===== src/rtl/a2d_rr_sched.sv =====
// a2d_rr_sched: round-robin conversion scheduler for a shared 12-bit SPI A2D.
// Each nxt request runs one conversion of the current channel. A conversion is
// two SPI transactions: the first sends the channel and the second reads the result.
// Optional feature macro: A2D_TIMEOUT_EN adds a per-transaction watchdog that
// aborts a transaction whose done never arrives. This watchdog drives tmo_err.
module a2d_rr_sched #(
  parameter logic [2:0]  CH_LFT   = 3'd0,
  parameter logic [2:0]  CH_RGHT  = 3'd4,
  parameter logic [2:0]  CH_STEER = 3'd5,
  parameter logic [2:0]  CH_BATT  = 3'd6,
  parameter logic [15:0] TMO_CYC  = 16'd4096
) (
  input  logic        clk,
  input  logic        rst_n,
  input  logic        nxt,
  output logic        wrt,
  output logic [15:0] cmd,
  input  logic        done,
  input  logic [15:0] rd_data,
  output logic [11:0] lft_ld,
  output logic [11:0] rght_ld,
  output logic [11:0] steer_pot,
  output logic [11:0] batt,
  output logic        upd,
  output logic        busy,
  output logic        tmo_err
);

  typedef enum logic [1:0] {IDLE, CNV, GAP, RD} state_t;

  state_t      state_q, state_d;
  logic [1:0]  rr_ptr_q, rr_ptr_d;
  logic        wrt_q, wrt_d;
  logic [15:0] cmd_q, cmd_d;
  logic        upd_q, upd_d;
  logic        tmo_err_q, tmo_err_d;
  logic [11:0] lft_q, lft_d;
  logic [11:0] rght_q, rght_d;
  logic [11:0] steer_q, steer_d;
  logic [11:0] batt_q, batt_d;
  logic        tmo_hit;

  // Map a round-robin slot to its A2D channel number
  function automatic logic [2:0] chnl_sel(input logic [1:0] ptr);
    case (ptr)
      2'd0:    chnl_sel = CH_LFT;
      2'd1:    chnl_sel = CH_RGHT;
      2'd2:    chnl_sel = CH_STEER;
      default: chnl_sel = CH_BATT;
    endcase
  endfunction

`ifdef A2D_TIMEOUT_EN
  logic [15:0] cnt_q, cnt_d;

  // Watchdog: restarts on every wrt and counts the cycles spent waiting for done
  always_comb begin
    cnt_d = cnt_q;
    if (wrt_d)
      cnt_d = 16'd0;
    else if (state_q == CNV || state_q == RD)
      cnt_d = cnt_q + 16'd1;
  end

  // Watchdog register
  always_ff @(posedge clk or negedge rst_n) begin
    if (!rst_n) cnt_q <= 16'd0;
    else        cnt_q <= cnt_d;
  end

  assign tmo_hit = (cnt_q == TMO_CYC - 16'd1);
`else
  logic unused_tmo;
  assign unused_tmo = &{1'b0, TMO_CYC};
  assign tmo_hit    = 1'b0;
`endif

  // Next-state and registered-output logic of the conversion sequencer
  always_comb begin
    state_d   = state_q;
    rr_ptr_d  = rr_ptr_q;
    wrt_d     = 1'b0;
    cmd_d     = cmd_q;
    upd_d     = 1'b0;
    tmo_err_d = 1'b0;
    lft_d     = lft_q;
    rght_d    = rght_q;
    steer_d   = steer_q;
    batt_d    = batt_q;
    case (state_q)
      IDLE: begin
        if (nxt) begin
          wrt_d   = 1'b1;
          cmd_d   = {2'b00, chnl_sel(rr_ptr_q), 11'h000};
          state_d = CNV;
        end
      end
      CNV: begin
        if (done) begin
          state_d = GAP;
        end else if (tmo_hit) begin
          state_d   = IDLE;
          tmo_err_d = 1'b1;
        end
      end
      GAP: begin
        // The second transaction reuses the held command word
        wrt_d   = 1'b1;
        state_d = RD;
      end
      RD: begin
        if (done) begin
          case (rr_ptr_q)
            2'd0:    lft_d   = rd_data[11:0];
            2'd1:    rght_d  = rd_data[11:0];
            2'd2:    steer_d = rd_data[11:0];
            default: batt_d  = rd_data[11:0];
          endcase
          upd_d    = 1'b1;
          rr_ptr_d = rr_ptr_q + 2'd1;
          state_d  = IDLE;
        end else if (tmo_hit) begin
          state_d   = IDLE;
          tmo_err_d = 1'b1;
        end
      end
      default: state_d = IDLE;
    endcase
  end

  // State, control and result registers
  always_ff @(posedge clk or negedge rst_n) begin
    if (!rst_n) begin
      state_q   <= IDLE;
      rr_ptr_q  <= 2'd0;
      wrt_q     <= 1'b0;
      cmd_q     <= 16'h0000;
      upd_q     <= 1'b0;
      tmo_err_q <= 1'b0;
      lft_q     <= 12'h000;
      rght_q    <= 12'h000;
      steer_q   <= 12'h000;
      batt_q    <= 12'h000;
    end else begin
      state_q   <= state_d;
      rr_ptr_q  <= rr_ptr_d;
      wrt_q     <= wrt_d;
      cmd_q     <= cmd_d;
      upd_q     <= upd_d;
      tmo_err_q <= tmo_err_d;
      lft_q     <= lft_d;
      rght_q    <= rght_d;
      steer_q   <= steer_d;
      batt_q    <= batt_d;
    end
  end

  logic unused_rd;
  assign unused_rd = &{1'b0, rd_data[15:12]};

  assign wrt       = wrt_q;
  assign cmd       = cmd_q;
  assign upd       = upd_q;
  assign tmo_err   = tmo_err_q;
  assign lft_ld    = lft_q;
  assign rght_ld   = rght_q;
  assign steer_pot = steer_q;
  assign batt      = batt_q;
  assign busy      = (state_q != IDLE);

endmodule


===== config.mk =====
export PLATFORM = sky130hd
export DESIGN_NAME = a2d_rr_sched
export DESIGN_NICKNAME = d
export VERILOG_FILES = /design/src/rtl/a2d_rr_sched.sv
export SDC_FILE = /design/constraint.sdc
export NUM_CORES = 1
export LEC_CHECK = 0
export ABC_AREA = 1
export BUFFER_PORTS_ARGS = -buffer_cell sky130_fd_sc_hd__buf_2
export CORE_ASPECT_RATIO = 2
export CORE_UTILIZATION = 36
export CTS_BUF_LIST = sky130_fd_sc_hd__clkbuf_2
export CTS_CLUSTER_DIAMETER = 60
export DETAILED_ROUTE_END_ITERATION = 7
export PLACE_DENSITY_LB_ADDON = 0.12
export SYNTH_ARGS = -nofsm -noshare
export SYNTH_HDL_FRONTEND = slang
export SYNTH_SLANG_ARGS = --single-unit

===== constraint.sdc =====
create_clock -name clk -period 2.4 [get_ports clk]
set_clock_uncertainty 0.15 [all_clocks]
set_input_delay 0.48 -clock clk [delete_from_list [all_inputs] [get_ports clk]]
set_output_delay 0.48 -clock clk [all_outputs]
set_load 0.01 [all_outputs]

==> key figures <==
Status
  – Outcome: completed

Synth
  – Post-Syn Area: between 0.002 and 0.0025 mm²
  – Top_reg_cell synth: dfrtp_1
  – Simple-gate share of the synthesized area: 0.128
  – Most frequent cell after synthesis: nand2_1
  – Mux cell area share after synthesis: 0
  – #FFs+latches synth: 57
  – Largest family of logic cells by synthesized area: compound AO/OA/AOI/OAI gates
  – Synth cell types: 16
  – FFs w/ async S/R, synth: 1.00
  – Top cell type's share of synthesized area: 0.574
  – Synth Area in XOR/XNOR: 0.00352
  – Mapped Avg Cell Area: 10.5 µm²
  – Synth cell count leaders: nand2_1 (63), dfrtp_1 (57), o21ai_1 (30)
  – Synth Area in Compound Gates: 0.130
  – Syn Inst Count: 237
  – Number of synthesized flops with an enable pin: 0
  – Yosys warnings: 0
  – Adder-Cell Fraction of Synth Area: 0.0504
  – Post-synth top area cell: dfrtp_1
  – Synth area leaders: dfrtp_1 (57%), nand2_1 (9.5%), o21ai_2 (6.3%), o21ai_1 (6.0%), ha_1 (5.0%)
  – Sequential area share after synthesis: 0.574

STA
  – Fin crit period: 2.11 ns
  – Crit share post-route: 0.880
  – Final hold slack: 0.120 ns
  – RSZ-0062 raised after global routing: no
  – Final Hold Vio Count: 0
  – Worst-margin pin slew: 0.506 ns
  – Fmax: 0.473 GHz
  – Slew Viols, Final: 0
  – Worst slew margin: 0.663
  – Final setup fails: 0
  – Setup TNS Final: 0 ns

Finish
  – Final instance area: 0.00290 mm²
  – Layout cells sized above 1: 0.345
  – Layout Cells excl Fill: approximately 400
  – Ant diodes: 0
  – Area grow syn2layout: 16.5%
  – Nets: ~340

Drt
  – Vias per Instance: between 4 and 5
  – DRC errors left: 0
  – First-pass DRT Iterations: 4
  – WL/cell: 13.1 µm
  – Routed wire length: 5270 µm
  – Final ANT Viol Nets: 0
  – DR iter-0 viols: 39
  – Vias: ~1700

Floorplanning
  – I/O pins: 88
  – Core Box Area: 0.00662 mm²
  – Initial core utilization: 0.375
  – Die ar.: 0.00726 mm²
  – Die width: 60.7 µm
  – Die Y: approximately 120 µm
  – Row cnt: 42

Worst setup path
  – CP endpoint kind: primary output
  – CP Class: reg2out
  – CP Max Fanout: 5
  – Critical path data arrival time: between 1 and 1.5 ns
  – Startpoint types: flip-flop
  – Crit path required time: 1.77 ns

Power and ir drop
  – Leak Pwr: 1.66 nW
  – Tot Pwr: ~0.0035 W
  – Peak VDD IR: between 500 and 600 µV
  – Pwr dens: between 1000 and 1500 mW/mm²

CTS
  – CTS tree: yes
  – Reg clk slew, reported paths: about 0.14 ns
  – CTS sink cnt: 57
  – Clock Tree Root: clkbuf_2
  – Setup Fix Bufs, Post-CTS: 0
  – CTS Buf Count: 9
  – Insertion delay to the later sink of the worst-skew pair: 0.46 ns
  – Maximum root-to-sink buffer count: 2
  – Clock H-tree levels: 3

Global routing
  – Total GRT Usage: 0.165
  – Met2 usage: 0.274
  – Largest net degree at the start of global routing: 25
  – Global-route layer with the greatest usage: met2
  – M3 GR Usage: 0.0690
  – Vias in the first global route: 1649
  – Grt total ovfl: 0
  – Met1 usage: 0.176
  – Initial antenna violation count: 0
  – Global-route wire length before repair: 8340 µm

Min path
  – Worst hold path class: in2reg

Place
  – RePlAce Congestion: 0.698
  – Port Buffers: between 60 and 70
  – Detail Placement HPWL: 3900 µm
  – Placed insts: 387
  – Dpl cell area: around 0.0028 mm²

Flow run
  – Max_cap viols: 0
-- repair_timing --
item	CTS	global route
endpoints found under the hold margin	19	0
gates resized for setup	0	0
hold buffers	1	0
-- through the flow --
stage / util / worst slack (ns)
6_report: 0.437 / 0.288
5_1_grt: 0.437 / 0.101
4_1_cts: 0.437 / 0.211
3_5_place_dp: 0.426 / 0.789
3_3_place_gp: 0.426 / 0.826
2_1_floorplan: - / 0.990
-- critical path, cell delays in order (launching register included) --
cell	delay (ns)
dfrtp_1	0.45
inv_1	0.12
ha_1	0.26
inv_1	0.05
buf_2	0.13
-- cell usage in the layout (no fill, tap or decap), types with 3 or more instances in the layout --
cell / netlist / final
conb_1: 1 / 14
dfrtp_1: 57 / 57
clkbuf_2: 0 / 11
o21ai_0: 3 / 3
o21ai_2: 18 / 18
nand2_1: 63 / 63
nand2_4: 4 / 4
buf_2: 0 / 69
inv_1: 20 / 20
nand3_1: 5 / 5
o21ai_1: 30 / 30
ha_1: 10 / 10
-- report_power, final --
group	internal, W	total (W)	switching, W
Clock	0.000124	0.000440	0.000316
Combinational	0.000599	0.00142	0.000821
Sequential	0.00138	0.00160	0.000224
-- per-layer routing --
layer,vias to the layer above,routed length [µm]
li1,873,-
met1,795,1990
met2,56,2880
met3,7,325
met4,0,82
met5,-,0
-- flip-flops by register name, indices dropped and copies added (netlist names) --
signal     count
batt          12
lft_ld        12
rght_ld       12
steer_pot     12
cmd            3
rr_ptr_q       2
state_q        2
upd            1
wrt            1
-- final cells by class --
type                       instances  area, µm²
fill                             682       3730
sequential                        57       1430
multi-input combinational        150        828
timing repair buffer              72        383
tap                               88        110
inverter                          21       83.8
clock buffer                      11       55.1
clock inverter                     2       8.76
-- path summary, 6_finish.rpt --
| check | endpoint | cells past startpoint | start | slack [ns] |
|---|---|---|---|---|
| max reg2reg | batt[5]$_DFFE_PN0P_ | 6 | state_q[0]$_DFFE_PN0P_ | 0.85 |
| min | cmd[11]$_DFFE_PN0P_ | 3 | nxt | 0.12 |
| max | busy | 4 | state_q[0]$_DFFE_PN0P_ | 0.29 |
| min reg2reg | cmd[12]$_DFFE_PN0P_ | 2 | cmd[12]$_DFFE_PN0P_ | 0.33 |
| min in group asynchronous | lft_ld[5]$_DFFE_PN0P_ | 2 | rst_n | 0.36 |
| max in group asynchronous | rght_ld[1]$_DFFE_PN0P_ | 3 | rst_n | 1.14 |
-- logic make-up after synthesis --
kind of cell | count (synthesis)
other | 1
AO/OA/AOI/OAI | 51
flip-flops | 57
buffers and inverters | 43
XOR/XNOR | 1
AND/OR/NAND/NOR | 74
adder cells (fa/ha/maj) | 10
No activity file was read; power rests on OpenSTA's default activity.
